$ cat src/rtl/start_sync_memless.sv
// start_sync_memless: entry block of a memoryless dataflow kernel.
// Registers one launch argument from the host, injects it once into the
// circuit entry channel, then waits for the completion token from the end
// block before accepting the next launch. At most one invocation is in
// flight. Exposes an idle flag and a wrapping count of issued launches.
// Every output is decoded from registered state, so no input reaches an
// output combinationally.
module start_sync_memless #(
    parameter int DATA_WIDTH  = 32,
    parameter int COUNT_WIDTH = 8
) (
    input  logic                   clk,
    input  logic                   rst,
    input  logic [DATA_WIDTH-1:0]  ins,
    input  logic                   ins_valid,
    output logic                   ins_ready,
    output logic [DATA_WIDTH-1:0]  outs,
    output logic                   outs_valid,
    input  logic                   outs_ready,
    input  logic                   done_valid,
    output logic                   done_ready,
    output logic                   idle,
    output logic [COUNT_WIDTH-1:0] launches
);

    localparam logic [1:0] S_IDLE  = 2'd0;
    localparam logic [1:0] S_ISSUE = 2'd1;
    localparam logic [1:0] S_RUN   = 2'd2;

    logic [1:0]             state;
    logic [1:0]             next_state;
    logic [DATA_WIDTH-1:0]  data_reg;
    logic [COUNT_WIDTH-1:0] launch_count;
    logic                   capture;
    logic                   issue_fire;

    // Handshake events, qualified by state so stray valids are ignored.
    assign capture    = (state == S_IDLE)  && ins_valid;
    assign issue_fire = (state == S_ISSUE) && outs_ready;

    // Next-state decode; an unreachable encoding recovers to IDLE.
    always_comb begin
        next_state = state;
        case (state)
            S_IDLE:  if (ins_valid)  next_state = S_ISSUE;
            S_ISSUE: if (outs_ready) next_state = S_RUN;
            S_RUN:   if (done_valid) next_state = S_IDLE;
            default: next_state = S_IDLE;
        endcase
    end

    // State register; reset discards any in-flight token immediately.
    always_ff @(posedge clk or negedge rst) begin
        if (!rst) begin
            state <= S_IDLE;
        end else begin
            state <= next_state;
        end
    end

    // Launch argument is captured only on the accepting IDLE edge and held
    // unchanged through ISSUE, regardless of what the host drives meanwhile.
    always_ff @(posedge clk or negedge rst) begin
        if (!rst) begin
            data_reg <= '0;
        end else if (capture) begin
            data_reg <= ins;
        end
    end

    // Counts tokens actually delivered to the circuit; wraps silently.
    always_ff @(posedge clk or negedge rst) begin
        if (!rst) begin
            launch_count <= '0;
        end else if (issue_fire) begin
            launch_count <= launch_count + COUNT_WIDTH'(1);
        end
    end

    assign ins_ready  = (state == S_IDLE);
    assign outs_valid = (state == S_ISSUE);
    assign done_ready = (state == S_RUN);
    assign idle       = (state == S_IDLE);
    assign outs       = data_reg;
    assign launches   = launch_count;

endmodule

$ cat config.mk
export PLATFORM = sky130hd
export DESIGN_NAME = start_sync_memless
export DESIGN_NICKNAME = d
export VERILOG_FILES = /design/src/rtl/start_sync_memless.sv
export SDC_FILE = /design/constraint.sdc
export NUM_CORES = 1
export LEC_CHECK = 0
export ABC_AREA = 1
export CORE_MARGIN = 3
export CORE_UTILIZATION = 40
export CTS_BUF_LIST = sky130_fd_sc_hd__clkbuf_4 sky130_fd_sc_hd__clkbuf_8 sky130_fd_sc_hd__clkbuf_16
export DETAILED_ROUTE_END_ITERATION = 12
export DONT_BUFFER_PORTS = 1
export SYNTH_ARGS = -nofsm -noshare
export SYNTH_HDL_FRONTEND = slang
export SYNTH_SLANG_ARGS = --single-unit
export TNS_END_PERCENT = 1
$ cat constraint.sdc
create_clock -name clk -period 1.9 [get_ports clk]
set_input_delay 0.095 -clock clk [delete_from_list [all_inputs] [get_ports clk]]
set_output_delay 0.095 -clock clk [all_outputs]
set_load 0.005 [all_outputs]
# Word level (Yosys, flattened, before mapping)
# Cells that the tools add are included.
[classes]
add_sub_neg = 1
multipliers = 0
n_div = 0
magnitude_cmp = 0
eq_ne = 5
shift = 0
mux = 4
n_bitwise = 0
reduce_logical = 4
[op_table]
columns = ["op", "count"]
rows = [
  ["adder 8 x 1 -> 8 bit (second input constant)", 1],
  ["two-way mux 2 bit", 3],
  ["one-hot mux 2 bit (3 select lines)", 1],
  ["!= test 2 bit (second input constant)", 2],
  ["AND reduction 3 bit", 1],
  ["== test 2 x 1 -> 1 bit (second input constant)", 1],
  ["== test 2 bit (second input constant)", 1],
  ["logical AND 1 bit", 2],
  ["zero test 2 bit", 1],
  ["!= test 2 x 1 -> 1 bit (second input constant)", 1],
]
[totals]
reg_bits = 42
latchBits = 0
ramBits = 0
rom_bits = 0
input_bits = 37
out_inout_bits = 44
word_cells = 17
n_memories = 0

# Longest topological paths before layout
# Gate-level depths: netlist (run 1).
[depth]
word_depth = 3
mapped_depth = 7
depth_no_buf = 7

# Worst setup path before layout (run 1)
# Ideal clock, no wire load.
[synth_path]
kind = "register -> register"
from = "reg state[1]"
to = "reg launch_count[5], in the netlist launches[5]"
setup_ns = 0.113
t_arrival_ns = 0.971
required_time_ns = 1.787
slack_ns = 0.816
stages_incl_launch_ff = 7
path_buffers = 0
synth_period_minus_slack_ns = 1.084
path_cell_list = "dfrtp_1 inv_1 nand3_4 nor2_4 nand3_1 nand2_1 inv_1"
[synth_via]
elab_chain_len = 2
[synth_lines]
columns = ["element", "line", "source"]
rows = [
  ["start: declaration", "30", "logic [1:0] state;"],
  ["start signal: assignment", "57", "state <= next_state;"],
  ["== test 2 x 1 -> 1 bit", "39", "assign issue_fire = (state == S_ISSUE) && outs_ready;"],
  ["logical AND 1 bit", "39", ""],
  ["end signal: assignment", "76", "launch_count <= launch_count + COUNT_WIDTH'(1);"],
  ["end: declaration", "33", "logic [COUNT_WIDTH-1:0] launch_count;"],
]
# No other way between the ends.
# A chain may end at the register's enable or synchronous reset.

# Worst setup path in the final report (run 1)
[layout_path]
from = "reg state[0]"
to = "reg data_reg[31], in the netlist outs[31]"
[layout_via]
elab_chain_len = 2
[layout_lines]
columns = ["element", "line", "source"]
rows = [
  ["zero test 2 bit", "38", "assign capture = (state == S_IDLE) && ins_valid;"],
  ["logical AND 1 bit", "38", ""],
  ["end signal: assignment", "67", "data_reg <= ins;"],
  ["end: declaration", "32", "logic [DATA_WIDTH-1:0] data_reg;"],
]
# No other way between the ends.

==> impl_metrics.env, run 1 <==
export IMPL_outcome="finished, final reports clean"
export IMPL_final_cell_mix="78 x nand2_1, 67 x dlygate4sd3_1, 42 x dfrtp_1"
export IMPL_drc=0
export IMPL_clk_latency_ps=290
export IMPL_ctsRootBufferMaster="clkbuf_8"
export IMPL_worstSetupEndpointType="flop"
export IMPL_worstMarginPinSlew_ps=620
export IMPL_post_route_period_util=0.920
export IMPL_critPathLaunchType="flop"
export IMPL_p_sw_frac=0.374
export IMPL_syn_inst=195
export IMPL_track_usage=0.195
export IMPL_yosysWarnings=0
export IMPL_drt_total_wl_mm=4.79
export IMPL_area_delta_synth_final_pct=45.8
export IMPL_worst_setup_path_type="flop to flop"
export IMPL_fmax_mhz=572
export IMPL_drive_gt1_frac=0.0613
export IMPL_drtPass1Iterations=4
export IMPL_layout_commonest_cell="nand2_1"
export IMPL_p_int_w=0.00217
export IMPL_grt_pass1_wl_mm=7.90
export IMPL_max_slew_margin=0.585
export IMPL_cpLargestDelayFamily="buffers and inverters"
export IMPL_power_density_nw_per_um2=1340
export IMPL_cts_tree="built"
export IMPL_cp_num_buf_inv=2
export IMPL_port_buffers=0
export IMPL_antennaDiodeCount=0
export IMPL_worstPathArrival_ps=1980
export IMPL_rsz0062_at_grt="no"
export IMPL_std_cell_rows=23
export IMPL_ff2ff_path_depth=5
export IMPL_dr_first_iter_drc_count=87
export IMPL_synthTopCellsByArea="dfrtp_1 59%, nand2_1 17%, nand3_1 11%, inv_1 2.1%, nor2_4 1.9%"
export IMPL_overflow=0
export IMPL_hold_viol_final=0
export IMPL_die_width_um=72.6
export IMPL_clk_transition_reported_paths_ps=80
export IMPL_netlist_area_um2=1770
export IMPL_required_ps=2130
export IMPL_cp_slowest_cell="dlygate4sd3_1"
export IMPL_leakagePower_nw=1.21
export IMPL_ys_seq_elements=42
export IMPL_setup_viol=0
export IMPL_dp_hpwl_mm=2.62
export IMPL_antenna_found_initial=0
export IMPL_synth_fp_nets=233
export IMPL_power_w=0.00347
export IMPL_final_max_slew_viol_count=0
export IMPL_fp_dieH_um=72.6
export IMPL_gp_congestion=0.631
export IMPL_tns_ps=0
export IMPL_vias_per_cell=5.07
export IMPL_switchingPower_w=0.00130
export IMPL_vias=1577
export IMPL_syn_avg_cell_area_um2=9.09
export IMPL_fin_nets=298
export IMPL_p_clk_frac=0.197
export IMPL_core_um2=4140
export IMPL_cts_sinks=42
export IMPL_routedWlPerCell_um=15.4
export IMPL_grt_pass1_vias=1636
export IMPL_p_seq_frac=0.484
export IMPL_fin_area_um2=2580
export IMPL_vdd_ir_drop_max_uv=1020
export IMPL_grt_max_degree=43
export IMPL_cp_depth=5
export IMPL_setup_slack_ps=151
export IMPL_cts_buffer_depth=2
export IMPL_hp_class="input port to flop"
export IMPL_initial_core_util=0.428
export IMPL_cts_buffers=5
export IMPL_comb_power_share=0.319
export IMPL_worstPathCellList="nor2_4 > buf_6 > nand3_1 > dlygate4sd3_1 > nand2_1"
export IMPL_crit_fanout=34
export IMPL_fin_crit_ps=1750
export IMPL_worst_clock_skew_ps=3.82
export IMPL_dp_worst_setup_slack_ps=550
export IMPL_yosysSeqAreaShare=0.593
export IMPL_synth_top_area_share=0.593
export IMPL_cap_violations=0
export IMPL_pin_count=81
export IMPL_ant_nets=0
export IMPL_holdPathStages=2
export IMPL_cts_max_level=2
export IMPL_synth_distinct_cells=16
export IMPL_yosysTopAreaCell="dfrtp_1"
export IMPL_dieArea_um2=5260
export IMPL_cp_slowest_stage_delay_ps=580
export IMPL_place_area_um2=1780
==> worst paths after layout <==
kind	startpoint	endpoint	slack, ps
min	outs_ready	launches[2]	20
min in group asynchronous	rst	launches[1]	280
min reg2reg	outs[11]	outs[11]	510
max in group asynchronous	rst	outs[12]	1430
max reg2reg	state[0]	outs[31]	150
max	state[0]	outs[31]	150
==> cell usage after synthesis, drive strengths merged <==
cell    count
xnor2       2
dfrtp      42
nand3      40
buf         8
ha          1
clkbuf      3
inv        10
nor2        6
xor2        2
o31ai       2
nand2      79
==> flip-flops by register name, indices dropped and copies added, names as in the netlist <==
signal	cells
outs	32
launches	8
state	2
==> through the flow <==
stage               hold WS, ps  cells   util
floorplan                  -201    195      -
global route               16.1    311  0.623
global placement           -200    235  0.430
CTS                        14.2    311  0.623
finish                     15.4    311  0.623
detailed placement         -200    235  0.430
==> cell type report <==
cell class / count / area, µm²
multi-input cells: 132 / 622
flip-flops and latches: 42 / 1050
clock buffers: 5 / 68.8
inverters: 10 / 37.5
well taps: 50 / 62.6
fillers: 331 / 1560
repair buffers: 69 / 702
clock inverters: 3 / 40.0
==> kinds of logic (layout without fill, tap and decap cells) <==
| logic type | Yosys count | after routing | synth area share |
|---|---|---|---|
| compound gates | 2 | 2 | 0.00847 |
| xor+xnor | 4 | 4 | 0.0198 |
| fa+ha+maj | 1 | 1 | 0.00706 |
| buf+inv | 21 | 87 | 0.0558 |
| flops | 42 | 42 | 0.593 |
| simple gates | 125 | 125 | 0.316 |
==> repair_timing <==
item | in CTS | in global routing
setup endpoints to repair | 0 | 26
hold endpoints to repair | 77 | 0
hold buffers | 68 | 0
buffers inserted | 0 | 0
gates resized for setup | 0 | 1
==> power by group through the flow <==
stage / Clock [W] / Sequential [W] / Combinational [W]
after detailed placement: 0 / 0.00168 / 0.000809
after global placement: 0 / 0.00167 / 0.000742
after floorplan: 0 / 0.00158 / 0.000718
after CTS: 0.000702 / 0.00167 / 0.00107
after global routing: 0.000740 / 0.00173 / 0.00126
final: 0.000685 / 0.00168 / 0.00111
==> routing by layer <==
layer  global-route usage  share of wire  up-vias
met5                    0              0        -
met4               0.0676          0.010        0
met3               0.0554          0.083        6
met2                0.353           0.54       72
met1                0.219           0.37      758
li1                     -              -      741
(Power assumes the default switching activity.)
==> run 2: changes to the inputs <==
--- a/config.mk
+++ b/config.mk
@@ -6,11 +6,14 @@
 export NUM_CORES = 1
 export LEC_CHECK = 0
 export ABC_AREA = 1
+export CELL_PAD_IN_SITES_DETAIL_PLACEMENT = 2
+export CELL_PAD_IN_SITES_GLOBAL_PLACEMENT = 2
 export CORE_MARGIN = 3
-export CORE_UTILIZATION = 40
+export CORE_UTILIZATION = 31
 export CTS_BUF_LIST = sky130_fd_sc_hd__clkbuf_4 sky130_fd_sc_hd__clkbuf_8 sky130_fd_sc_hd__clkbuf_16
 export DETAILED_ROUTE_END_ITERATION = 12
 export DONT_BUFFER_PORTS = 1
+export PLACE_DENSITY_LB_ADDON = 0.1
 export SYNTH_ARGS = -nofsm -noshare
 export SYNTH_HDL_FRONTEND = slang
 export SYNTH_SLANG_ARGS = --single-unit
==> constraint.sdc (replaced) <==
create_clock -name clk -period 1.5 [get_ports clk]
set_input_delay 0.075 -clock clk [delete_from_list [all_inputs] [get_ports clk]]
set_output_delay 0.075 -clock clk [all_outputs]
set_load 0.005 [all_outputs]
==> run 2 against run 1 <==
Clock power up 15%. Combinational power up 16%. Utilization down 18 points. Worst hold slack better by 13 ps. Global-route usage down 2.1 points. Cell count down 1.6%. Clock skew about the same. Worst setup slack worse by 75 ps. Routed wire length up 12%. Via count down 6.3%. Critical endpoint is now outs[11].
==> impl_metrics.env, run 2 (same netlist as run 1, synthesis figures left out) <==
export IMPL_outcome="finished, final reports clean"
export IMPL_power_density_nw_per_um2=1780
export IMPL_drc=0
export IMPL_vias_per_cell=4.83
export IMPL_grt_pass1_wl_mm=8.69
export IMPL_vdd_ir_drop_max_uv=567
export IMPL_track_usage=0.174
export IMPL_cp_slowest_stage_delay_ps=580
export IMPL_area_delta_synth_final_pct=33.0
export IMPL_cts_buffer_depth=2
export IMPL_port_buffers=0
export IMPL_routedWlPerCell_um=17.6
export IMPL_drt_total_wl_mm=5.37
export IMPL_drtPass1Iterations=4
export IMPL_worst_clock_skew_ps=3.95
export IMPL_power_w=0.00420
export IMPL_final_cells=306
export IMPL_overflow=0
export IMPL_antennaDiodeCount=0
export IMPL_initial_core_util=0.334
export IMPL_antenna_found_initial=0
export IMPL_layout_commonest_cell="nand2_1"
export IMPL_cp_slowest_cell="dlygate4sd3_1"
export IMPL_grt_pass1_vias=1698
export IMPL_fin_nets=273
export IMPL_worstMarginPinSlew_ps=1010
export IMPL_final_max_slew_viol_count=0
export IMPL_worstPathArrival_ps=1660
export IMPL_dp_hpwl_mm=3.43
export IMPL_pin_count=81
export IMPL_grt_max_degree=43
export IMPL_ant_nets=0
export IMPL_required_ps=1740
export IMPL_std_cell_rows=26
export IMPL_post_place_cells=257
export IMPL_tns_ps=0
export IMPL_dieArea_um2=6660
export IMPL_leakagePower_nw=1.17
export IMPL_final_cell_mix="78 x nand2_1, 42 x dfrtp_1, 40 x dlygate4sd3_1"
export IMPL_core_um2=5300
export IMPL_setup_viol=0
export IMPL_post_route_period_util=0.949
export IMPL_cts_buffers=5
export IMPL_worst_setup_path_type="flop to flop"
export IMPL_max_slew_margin=0.323
export IMPL_gp_congestion=0.676
export IMPL_cts_tree="built"
export IMPL_fp_dieH_um=81.6
export IMPL_critPathLaunchType="flop"
export IMPL_drive_gt1_frac=0.0763
export IMPL_clk_latency_ps=290
export IMPL_dr_first_iter_drc_count=53
export IMPL_worstPathCellList="nor2_4 > nand3_1 > dlygate4sd3_1 > nand2_1"
export IMPL_fmax_mhz=703
export IMPL_largest_register_ffs=32
export IMPL_die_width_um=81.6
export IMPL_crit_fanout=6
export IMPL_rsz0062_at_grt="no"
export IMPL_cap_violations=0
export IMPL_hp_class="input port to flop"
export IMPL_fin_crit_ps=1420
export IMPL_worstSetupEndpointType="flop"
export IMPL_vias=1478
export IMPL_cts_sinks=42
export IMPL_ctsRootBufferMaster="clkbuf_8"
export IMPL_cts_max_level=2
export IMPL_clk_transition_reported_paths_ps=80
export IMPL_final_util=0.444
export IMPL_hold_viol_final=0
-- run 2: changes by cell type in the layout (fill, tap and decap cells not counted) --
cell and delta:
buf_16 +1, buf_4 +2, clkinv_2 -1, clkbuf_8 +1, bufinv_16 -1, dlygate4sd3_1 -27, buf_6 -1, clkbuf_4 +1
-- run 2: per-stage QoR --
step           setup WS (ps)  area [µm²]  hold slack (ps)
2_1_floorplan            416        1770             -221
3_3_place_gp             327        1830             -220
3_5_place_dp             238        1830             -220
4_1_cts                 88.0        2360             25.8
5_1_grt                 4.40        2360             33.9
6_report                76.6        2360             28.2
-- run 2: metal layers --
metal	GRT usage	vias to the layer above	part of all wire
li1	-	692	-
met1	0.194	729	0.38
met2	0.322	52	0.54
met3	0.0581	5	0.073
met4	0.0349	0	0.0087
met5	0	-	0
-- run 2: power by group --
part	internal (W)	total (W)	leakage (nW)	switching, W
clock	0.000390	0.000788	0.0517	0.000398
combinational	0.000494	0.00129	0.609	0.000801
sequential	0.00163	0.00212	0.510	0.000487
total	0.00252	0.00420	1.17	0.00169
-- run 2: area by class of cell --
cell class                 count  area [µm²]
clock buffer                   7        90.1
tap                           70        87.6
sequential                    42        1050
timing repair buffer          44         463
clock inverter                 1        5.00
inverter                      10        37.5
multi-input combinational    132         622
fill                         568        2950
-- run 2: worst paths after layout --
check                                   end        from  cells after the start  slack (ps)
worst max-delay path               outs[11]    state[1]                      4          80
worst min-delay path            launches[0]  outs_ready                      2          30
worst max register to register     outs[11]    state[1]                      4          80
worst min register to register     outs[27]    outs[27]                      2         510
max in group asynchronous       launches[6]         rst                      2        1000
min in group asynchronous          outs[22]         rst                      2         290
-- run 2: timing repair --
item | 4_1_cts | 5_1_grt
hold buffers | 41 | 0
endpoints found under the hold margin | 78 | 0
buffers inserted | 0 | 0
resized for setup | 0 | 0
-- run 2: critical path: cells and delay by family (launching register included) --
kind | cells | cell delay [ps]
buffers and inverters | 1 | 580
DFF | 1 | 450
and+or+nand+nor | 3 | 340
==> run 3: changes to the inputs <==
--- a/config.mk
+++ b/config.mk
@@ -9,8 +9,8 @@
 export CELL_PAD_IN_SITES_DETAIL_PLACEMENT = 2
 export CELL_PAD_IN_SITES_GLOBAL_PLACEMENT = 2
 export CORE_MARGIN = 3
-export CORE_UTILIZATION = 31
-export CTS_BUF_LIST = sky130_fd_sc_hd__clkbuf_4 sky130_fd_sc_hd__clkbuf_8 sky130_fd_sc_hd__clkbuf_16
+export CORE_UTILIZATION = 33
+export CTS_BUF_LIST = sky130_fd_sc_hd__clkbuf_8
 export DETAILED_ROUTE_END_ITERATION = 12
 export DONT_BUFFER_PORTS = 1
 export PLACE_DENSITY_LB_ADDON = 0.1
==> run 3 against run 2 <==
Non-clock buffer count decreased by 4. Via count up 0.61%. Count of clock-buffer cells in the layout is 1 higher. Power rose by 1.2%. Worst hold slack improved by 55 ps. Fmax is 12% higher. Sequential power hardly changed. Routed wire length fell by 1.6%. Critical path depth is 2 lower. Clock skew rose by 0.54 ps. Clock power rose by 7.0%.
==> impl_metrics.env, run 3 (same netlist as run 1, synthesis figures left out) <==
export IMPL_outcome="finished, final reports clean"
export IMPL_drtPass1Iterations=4
export IMPL_port_buffers=0
export IMPL_worst_clock_skew_ps=4.50
export IMPL_critical_path_reg2reg_startpoint="state[0]"
export IMPL_cts_buffer_depth=2
export IMPL_dp_hpwl_mm=3.35
export IMPL_cts_buffers=5
export IMPL_grt_pass1_vias=1673
export IMPL_fmax_mhz=784
export IMPL_hp_class="input port to flop"
export IMPL_tns_ps=0
export IMPL_overflow=0
export IMPL_worstPathCellList="nor2_4 > buf_4"
export IMPL_initial_core_util=0.345
export IMPL_worstSetupEndpointType="output pin"
export IMPL_fin_crit_ps=1280
export IMPL_cts_tree="built"
export IMPL_worstPathArrival_ps=1200
export IMPL_post_route_period_util=0.850
export IMPL_ant_nets=0
export IMPL_comb_power_share=0.299
export IMPL_p_clk_frac=0.198
export IMPL_core_um2=5140
export IMPL_antennaDiodeCount=0
export IMPL_p_int_w=0.00258
export IMPL_ctsRootBufferMaster="clkbuf_8"
export IMPL_dp_worst_setup_slack_ps=263
export IMPL_cts_hold_buf=37
export IMPL_largest_register_ffs=32
export IMPL_final_max_slew_viol_count=0
export IMPL_vias=1487
export IMPL_hold_start="ins_valid"
export IMPL_setup_worst_path_start="state[0]"
export IMPL_track_usage=0.181
export IMPL_cts_max_level=2
export IMPL_rsz0062_at_grt="no"
export IMPL_area_delta_synth_final_pct=32.1
export IMPL_multi_input_comb_area_um2=622
export IMPL_critPathLaunchType="flop"
export IMPL_setup_slack_ps=224
export IMPL_seq_area_um2=1050
export IMPL_gp_congestion=0.671
export IMPL_post_cts_resized=0
export IMPL_dr_first_iter_drc_count=56
export IMPL_power_density_nw_per_um2=1820
export IMPL_fp_dieH_um=79.3
export IMPL_cts_setup_buffers=0
export IMPL_nFillCells=553
export IMPL_worstMarginPinSlew_ps=263
export IMPL_cp_slowest_cell="dfrtp_1"
export IMPL_setup_viol=0
export IMPL_switchingPower_w=0.00167
export IMPL_vias_per_cell=4.92
export IMPL_die_width_um=79.3
export IMPL_p_seq_frac=0.503
export IMPL_vdd_ir_drop_max_uv=603
export IMPL_final_cell_mix="78 x nand2_1, 42 x dfrtp_1, 39 x nand3_1"
export IMPL_grt_pass1_wl_mm=8.74
export IMPL_worst_setup_path_type="flop to output pin"
export IMPL_std_cell_rows=26
export IMPL_drt_total_wl_mm=5.29
export IMPL_clk_latency_ps=290
export IMPL_max_slew_margin=0.824
export IMPL_routedWlPerCell_um=17.5
export IMPL_crit_fanout=20
export IMPL_grt_max_degree=43
export IMPL_drive_gt1_frac=0.0819
export IMPL_dieArea_um2=6280
export IMPL_leakagePower_nw=1.17
export IMPL_hold_viol_final=0
export IMPL_pin_count=81
export IMPL_p_sw_frac=0.393
export IMPL_clk_transition_reported_paths_ps=80
export IMPL_drc=0
export IMPL_antenna_found_initial=0
export IMPL_layout_commonest_cell="nand2_1"
export IMPL_cap_violations=0
export IMPL_required_ps=1420
export IMPL_cts_sinks=42
export IMPL_fin_nets=269
export IMPL_cp_slowest_stage_delay_ps=470
[run 3: cell count changes in the layout (fill, tap and decap cells not counted), sizes merged]
cell	before	now
dlygate4sd3	40	35
buf	4	5
clkbuf	7	8
clkinv	1	0
[run 3: critical path, delay by kind of cell, from the launching register on]
family	cells	cell delay, ps
AND/OR/NAND/NOR	1	170
buffers and inverters	1	260
flip-flops	1	470
[run 3: power by group through the flow]
| stage | combinational (W) | clock, W | sequential, W |
|---|---|---|---|
| 2_1_floorplan | 0.000909 | 0 | 0.00201 |
| 3_3_place_gp | 0.00104 | 0 | 0.00214 |
| 3_5_place_dp | 0.00114 | 0 | 0.00217 |
| 4_1_cts | 0.00127 | 0.000884 | 0.00215 |
| 5_1_grt | 0.00148 | 0.000929 | 0.00221 |
| 6_report | 0.00127 | 0.000843 | 0.00214 |
[run 3: path summary, 6_finish.rpt]
check	end	slack (ps)	cells after the start
setup / recovery	idle	220	2
hold / removal	outs[20]	80	3
setup reg to reg	outs[12]	250	5
hold reg to reg	outs[13]	510	2
max in group asynchronous	outs[8]	1000	2
min in group asynchronous	state[0]	310	2
[run 3: layout make-up]
class / count / share of cell area
clock buffers: 8 / 0.0470
inverters: 10 / 0.0160
multi-input cells: 132 / 0.266
flip-flops and latches: 42 / 0.449
well taps: 70 / 0.0374
repair buffers: 40 / 0.185
[run 3: routing by layer]
metal,routed length [µm],vias to the layer above,global-route usage
li1,-,682,-
met1,2110,743,0.215
met2,2750,58,0.312
met3,382,4,0.0658
met4,46,0,0.0430
met5,0,-,0
[run 3: through the flow]
step / instances / hold WS (ps) / util / total power, W / cell area [µm²]
2_1_floorplan: 195 / -221 / - / 0.00291 / 1770
3_3_place_gp: 257 / -220 / 0.357 / 0.00318 / 1830
3_5_place_dp: 257 / -220 / 0.357 / 0.00331 / 1830
4_1_cts: 302 / 66.0 / 0.455 / 0.00430 / 2340
5_1_grt: 302 / 82.3 / 0.455 / 0.00462 / 2340
6_report: 302 / 83.2 / 0.455 / 0.00425 / 2340
